`config.mk`:
```
export PLATFORM = sky130hd
export DESIGN_NAME = curl_pow_driver
export DESIGN_NICKNAME = d
export VERILOG_FILES = /design/src/rtl/curl_pow_pkg.sv /design/src/rtl/curl_pow_driver.sv
export SDC_FILE = /design/constraint.sdc
export NUM_CORES = 1
export LEC_CHECK = 0
export ABC_CLOCK_PERIOD_IN_PS = 5750
export CAP_MARGIN = 5
export CORE_ASPECT_RATIO = 0.8
export CORE_UTILIZATION = 45
export CTS_BUF_LIST = sky130_fd_sc_hd__clkbuf_2 sky130_fd_sc_hd__clkbuf_4 sky130_fd_sc_hd__clkbuf_8
export DETAILED_ROUTE_END_ITERATION = 7
export GPL_TIMING_DRIVEN = 0
export HOLD_SLACK_MARGIN = 0.15
export PLACE_DENSITY = 0.85
export SYNTH_ARGS = -nofsm -noshare
export SYNTH_HDL_FRONTEND = slang
export SYNTH_SLANG_ARGS = --single-unit
```
`constraint.sdc`:
```
create_clock -name i_clk -period 5.75 [get_ports i_clk]
set_clock_uncertainty 0.1 [all_clocks]
set_input_delay 1.725 -clock i_clk [delete_from_list [all_inputs] [get_ports i_clk]]
set_output_delay 1.725 -clock i_clk [all_outputs]
set_load 0.005 [all_outputs]
```
`src/rtl/curl_pow_pkg.sv`:
```
// Shared definitions for the curl_pow core and its initiator-side driver.
package curl_pow_pkg;

  localparam int DATA_WIDTH     = 54;
  localparam int TRITS_IN_WORD  = 27;
  localparam int STATE_WORDS_IO = 9;
  localparam int NONCE_WORDS    = 3;
  localparam int MWM_MASK_WIDTH = 32;

  typedef logic [1:0] trit_t;

  typedef enum logic [2:0] {
    IDLE,
    LOAD,
    TF_REQ,
    TF_WAIT_HI,
    TF_WAIT_LO,
    POW_REQ,
    POW_WAIT,
    OUT
  } drv_state_e;

endpackage

```
`src/rtl/curl_pow_driver.sv`:
```
// Sequencer that loads a transaction into curl_pow chunk by chunk, runs the
// final PoW and streams the resulting nonce out as three beats.
module curl_pow_driver
  import curl_pow_pkg::*;
#(
  parameter int NUM_CHUNKS      = 33,
  parameter int WORDS_PER_CHUNK = STATE_WORDS_IO,
  parameter int HASH_CNT_WIDTH  = 32
) (
  input  logic                              i_clk,
  input  logic                              i_rst,
  input  logic                              i_start,
  input  logic [MWM_MASK_WIDTH-1:0]         i_mwm_mask,
  input  logic                              i_s_valid,
  output logic                              o_s_ready,
  input  logic [DATA_WIDTH-1:0]             i_s_data,
  output logic                              o_m_valid,
  input  logic                              i_m_ready,
  output logic [DATA_WIDTH-1:0]             o_m_data,
  output logic                              o_m_last,
  output logic                              o_busy,
  output logic                              o_done,
  output logic [HASH_CNT_WIDTH-1:0]         o_hash_cnt,
  output logic                              o_core_we,
  output logic [3:0]                        o_core_addr,
  output logic [DATA_WIDTH-1:0]             o_core_data,
  output logic                              o_core_transform,
  output logic                              o_core_pow,
  output logic [MWM_MASK_WIDTH-1:0]         o_core_mwm_mask,
  input  logic                              i_core_transforming,
  input  logic                              i_core_pow_hash_finish,
  input  logic                              i_core_pow_finish,
  input  logic [NONCE_WORDS*DATA_WIDTH-1:0] i_core_nonce
);

  localparam int                CHUNK_W    = (NUM_CHUNKS > 1) ? $clog2(NUM_CHUNKS) : 1;
  localparam logic [CHUNK_W-1:0] LAST_CHUNK = CHUNK_W'(NUM_CHUNKS - 1);
  localparam logic [3:0]         LAST_WORD  = 4'(WORDS_PER_CHUNK - 1);
  localparam logic [1:0]         LAST_BEAT  = 2'(NONCE_WORDS - 1);

  drv_state_e state, state_next;

  logic [CHUNK_W-1:0]                       chunk_cnt;
  logic [3:0]                               word_cnt;
  logic [1:0]                               beat_cnt;
  logic [NONCE_WORDS-1:0][DATA_WIDTH-1:0]   nonce_reg;

  logic s_fire;
  logic m_fire;
  logic last_word;
  logic last_chunk;
  logic last_beat;

  assign o_s_ready  = (state == LOAD);
  assign o_m_valid  = (state == OUT);
  assign o_busy     = (state != IDLE);
  assign o_m_last   = o_m_valid && last_beat;

  assign s_fire     = i_s_valid && o_s_ready;
  assign m_fire     = o_m_valid && i_m_ready;
  assign last_word  = (word_cnt == LAST_WORD);
  assign last_chunk = (chunk_cnt == LAST_CHUNK);
  assign last_beat  = (beat_cnt == LAST_BEAT);

  always_ff @(posedge i_clk) begin
    if (i_rst) begin
      state <= IDLE;
    end else begin
      state <= state_next;
    end
  end

  always_comb begin
    state_next = state;
    unique case (state)
      IDLE:       if (i_start) state_next = LOAD;
      LOAD:       if (s_fire && last_word) state_next = last_chunk ? POW_REQ : TF_REQ;
      TF_REQ:     state_next = TF_WAIT_HI;
      TF_WAIT_HI: if (i_core_transforming) state_next = TF_WAIT_LO;
      TF_WAIT_LO: if (!i_core_transforming) state_next = LOAD;
      POW_REQ:    state_next = POW_WAIT;
      POW_WAIT:   if (i_core_pow_finish) state_next = OUT;
      OUT:        if (m_fire && last_beat) state_next = IDLE;
      default:    state_next = IDLE;
    endcase
  end

  // Core strobes are registered, so each request lands one cycle after the
  // state that raises it; this also lets the last chunk write settle first.
  always_ff @(posedge i_clk) begin
    if (i_rst) begin
      o_core_we        <= 1'b0;
      o_core_addr      <= '0;
      o_core_data      <= '0;
      o_core_transform <= 1'b0;
      o_core_pow       <= 1'b0;
      o_core_mwm_mask  <= '0;
      o_hash_cnt       <= '0;
      o_done           <= 1'b0;
      chunk_cnt        <= '0;
      word_cnt         <= '0;
      beat_cnt         <= '0;
      nonce_reg        <= '0;
    end else begin
      o_core_we        <= 1'b0;
      o_core_transform <= 1'b0;
      o_core_pow       <= 1'b0;
      o_done           <= 1'b0;
      unique case (state)
        IDLE: begin
          if (i_start) begin
            o_core_mwm_mask <= i_mwm_mask;
            chunk_cnt       <= '0;
            word_cnt        <= '0;
            o_hash_cnt      <= '0;
          end
        end
        LOAD: begin
          if (s_fire) begin
            o_core_we   <= 1'b1;
            o_core_addr <= word_cnt;
            o_core_data <= i_s_data;
            word_cnt    <= last_word ? 4'd0 : word_cnt + 4'd1;
          end
        end
        TF_REQ: o_core_transform <= 1'b1;
        TF_WAIT_LO: begin
          if (!i_core_transforming) chunk_cnt <= chunk_cnt + 1'b1;
        end
        POW_REQ: o_core_pow <= 1'b1;
        POW_WAIT: begin
          if (i_core_pow_hash_finish && (o_hash_cnt != '1)) begin
            o_hash_cnt <= o_hash_cnt + 1'b1;
          end
          if (i_core_pow_finish) begin
            nonce_reg <= i_core_nonce;
            beat_cnt  <= '0;
          end
        end
        OUT: begin
          if (m_fire) begin
            if (last_beat) begin
              beat_cnt <= '0;
              o_done   <= 1'b1;
            end else begin
              beat_cnt <= beat_cnt + 2'd1;
            end
          end
        end
        default: ;
      endcase
    end
  end

  always_comb begin
    o_m_data = nonce_reg[0];
    case (beat_cnt)
      2'd1:    o_m_data = nonce_reg[1];
      2'd2:    o_m_data = nonce_reg[2];
      default: o_m_data = nonce_reg[0];
    endcase
  end

endmodule

```
==> results summary, run 1 <==
Across the run, the number of max-cap violations was 0. By count the netlist is led by 538 x nand2_1, 331 x a21oi_1, 303 x dfxtp_1. The minimum period implied by the final worst setup slack came out at 5.21 ns. The average wire per standard cell is 19.2 um. The part of the cycle the worst path needs is 0.906. The flip-flop count of the largest register after layout came out at ~160. The HPWL after detailed placement is 35800 um.

The cell count after synthesis came out at 1620. The main combinational cell family by area after synthesis is simple AND/OR/NAND/NOR gates. The number of H-tree levels is 2. The site row count came out at 53. Ranked by total cell area, the synthesized netlist is headed by dfxtp_1 49%, nand2_1 16%, a21oi_1 13%. The static power due to leakage came out at between 6 and 7 nW. The multiplexer fraction of the synthesized cell area came out at 0.00346. The starting density of the core came out at 0.463. The highest fanout seen on the critical path is 10. From bottom edge to top edge, the die measures 150 um. The total DRC errors in the routed layout came out at 0. The count of buffers added by post-CTS timing repair for setup came out at 0. The global-route wire length before repair came out at 72100 um. At the later pin of the worst-skew pair, clock insertion delay measures 0.56 ns. Detailed routing inserted a total of 13.8k vias. Of the total synthesized cell area, the portion taken by XOR and XNOR cells is 0.00498. The number of pins exceeding their max-slew limit in the final report came out at 0. The final worst setup slack came out at 0.541 ns.

The net count after synthesis came out at 1884. Setup repair after global routing left no endpoint under its margin. The final weighted congestion in routability-driven placement is between 0.9 and 1. Grouping stages by cell kind, the critical path spends the most delay in buffers and inverters. The Yosys warning count came out at 0. The number of top-level pins came out at 440. The post-synthesis sequential element count is a little over 300. Measured on the finished design, the core utilization comes to 0.683.

The total global routing overflow is 0. The maximum ir drop on the vdd rail came out at 0.217 mV. The sum of negative setup slack came out at 0 ns. The post-cts repair resize count is 0. The setup slack after placement is between 1 and 1.5 ns.

The compound-cell area share of the yosys netlist was 0.198. The floorplan step defined a die boundary enclosing 28000 um^2. The count of cells in the finished layout, fillers not included, comes to approximately 2.5k. After detailed routing, the number of vias per cell comes to between 5 and 6. The post-synthesis async set-or-reset flop share is 0. The data arrival time of the critical path came out at 3.38 ns. The flow ran to the end, and the final reports show no timing, DRC or antenna violations. The share of synthesized area in the top cell type comes to 0.493. The cell seen most often among critical-path stages is clkbuf_1.

The initial antenna violation count is 5. The count of buffer and inverter cells on the critical path is 5. The flip-flop cell with the highest count after synthesis is dfxtp_1. After the first detailed-routing iteration, the DRC count stood at 1438.

The TritonCTS clock tree is done. The worst hold slack came out at 0.351 ns. The final wirelength is 48200 um.

Compared with the post-synthesis result, the final layout area differs by 47.6%. The number of global-route vias before repair is 13.2k. For this run, the register share of the synthesized area comes to 0.493. The startpoint-to-endpoint class of the critical path is register to primary output. The iteration count of the initial detailed-routing pass came out at 6. The number of sinks driven by the clock tree came out at 303. The total power per unit cell area came out at 272 nW/um^2. The transition time at the pin with the least slew margin is 1.02 ns. The number of CTS-inserted buffers came out at 49. The register clock-pin slew on the reported worst setup and hold paths is 0.06 ns. nand2_1 is the most common cell in the netlist. The cell area that synthesis handed to floorplanning was 12300 um^2.

In the global route stage, overall resource usage came out at 0.330. Each instance of the synthesized netlist takes up on average 7.60 um^2. The number of nets with antenna violations after detailed routing came out at 0. The final-stage net count came out at between 2k and 2.5k. The number of setup violations in the final report is 0.

Entering global routing, the biggest net connects 13 pins. The worst endpoint required time came out at a little under 4 ns. After synthesis, the netlist uses between 50 and 60 different library cells. Walking the worst path, the cells encountered are inv_1 -> ha_1 -> clkbuf_1 -> clkbuf_1 -> buf_1 -> a21oi_1 -> clkdlybuf4s50_1. The post-placement cell count is 2415.

The worst hold-check path type is register to register. The count of endpoints failing hold in the final timing report is 0. The number of enable flip-flop cells after synthesis is 0. For this design, the CTS-stage hold fixing added 0 buffers. The largest stage delay on the critical path is 0.61 ns. The worst setup path is launched from a register. In the final layout, the share of cells above drive strength 1 is 0.0588. The total core area came out at 26600 um^2. Of the total synthesized cell area, the portion taken by full adders, half adders and majority gates is 0.00813. The post-synthesis simple-gate area fraction is 0.248. The clock root buffer master is clkbuf_8. The post-synthesis cell type with the largest combined area is dfxtp_1. The worst setup path is captured at a primary output. The number of I/O port buffers is 438. The longest clock path from root to sink contains 3 buffers.

The cell at the slowest stage of the critical path is buf_1. The die is approximately 190 um wide. The maximum clock frequency is 192 MHz. The worst-case headroom to the max-slew limit came out at 0.311.
-- cells in the final DEF (no fill, tap or decap), drive strengths merged, types with 6 or more instances in the layout --
cell type / Yosys / layout
buf: 27 / 27
nand2: 540 / 540
inv: 11 / 12
nand4: 11 / 11
o21ai: 22 / 22
clkdlybuf4s50: 0 / 438
a311oi: 6 / 6
a21oi: 332 / 332
clkinv: 0 / 7
ha: 8 / 8
diode: 0 / 7
nor2: 95 / 95
nand3: 14 / 14
and3: 7 / 7
dfxtp: 303 / 303
a22oi: 57 / 57
nor3: 24 / 24
and2: 8 / 8
clkbuf: 95 / 171
-- path summary, 6_finish.rpt --
| kind | cells after the start | startpoint | slack [ns] | end |
|---|---|---|---|---|
| worst max-delay path | 7 | beat_cnt[0] | 0.54 | o_m_data[11] |
| worst min register to register | 2 | o_core_data[3] | 0.35 | o_core_data[3] |
| worst min-delay path | 2 | o_core_data[3] | 0.35 | o_core_data[3] |
| worst max register to register | 9 | state[1] | 2.97 | nonce_reg[0] |
-- metrics by stage --
step,total power [W],instance area [um^2]
3_5_place_dp,0.00305,17100
6_report,0.00495,18200
3_3_place_gp,0.00303,17100
2_1_floorplan,0.00257,12300
4_1_cts,0.00496,18200
5_1_grt,0.00513,18200
-- routing by layer --
layer	GRT usage	routed length, um
met5	0	13
met4	0.178	2420
met3	0.0769	4930
met2	0.535	21900
met1	0.409	19000
-- report_power, final --
group / switching, W / internal [W]
registers: 0.0000481 / 0.00218
logic: 0.000381 / 0.000396
clock network: 0.000873 / 0.00107
total: 0.00130 / 0.00365
-- worst min-delay path: stages (launching register included) --
cell     delay, ns
dfxtp_1       0.30
nand2_1       0.05
a21oi_1       0.05
-- cell type report --
class	count	area (um^2)
fillers	2189	8420
repair buffers	438	4380
diodes	7	17.5
plain buffers	122	503
clock inverters	8	43.8
flip-flops and latches	303	6070
inverters	11	41.3
clock buffers	76	971
multi-input cells	1184	5700
well taps	357	447
-- cells by family after synthesis --
logic type               count (synthesis)
AND/OR/NAND/NOR                        729
flip-flops                             303
adder cells (fa/ha/maj)                  8
XOR/XNOR                                 7
buffers and inverters                  133
AO/OA/AOI/OAI                          437
multiplexers                             3
Power figures use the tool's default switching activity.
==> run 2: changes to the inputs <==
--- a/config.mk
+++ b/config.mk
@@ -17,3 +17,4 @@
 export SYNTH_ARGS = -nofsm -noshare
 export SYNTH_HDL_FRONTEND = slang
 export SYNTH_SLANG_ARGS = --single-unit
+export TNS_END_PERCENT = 1
==> results of run 2 <==
Same layout as run 1: the final DEF is identical, and so are final timing and power.
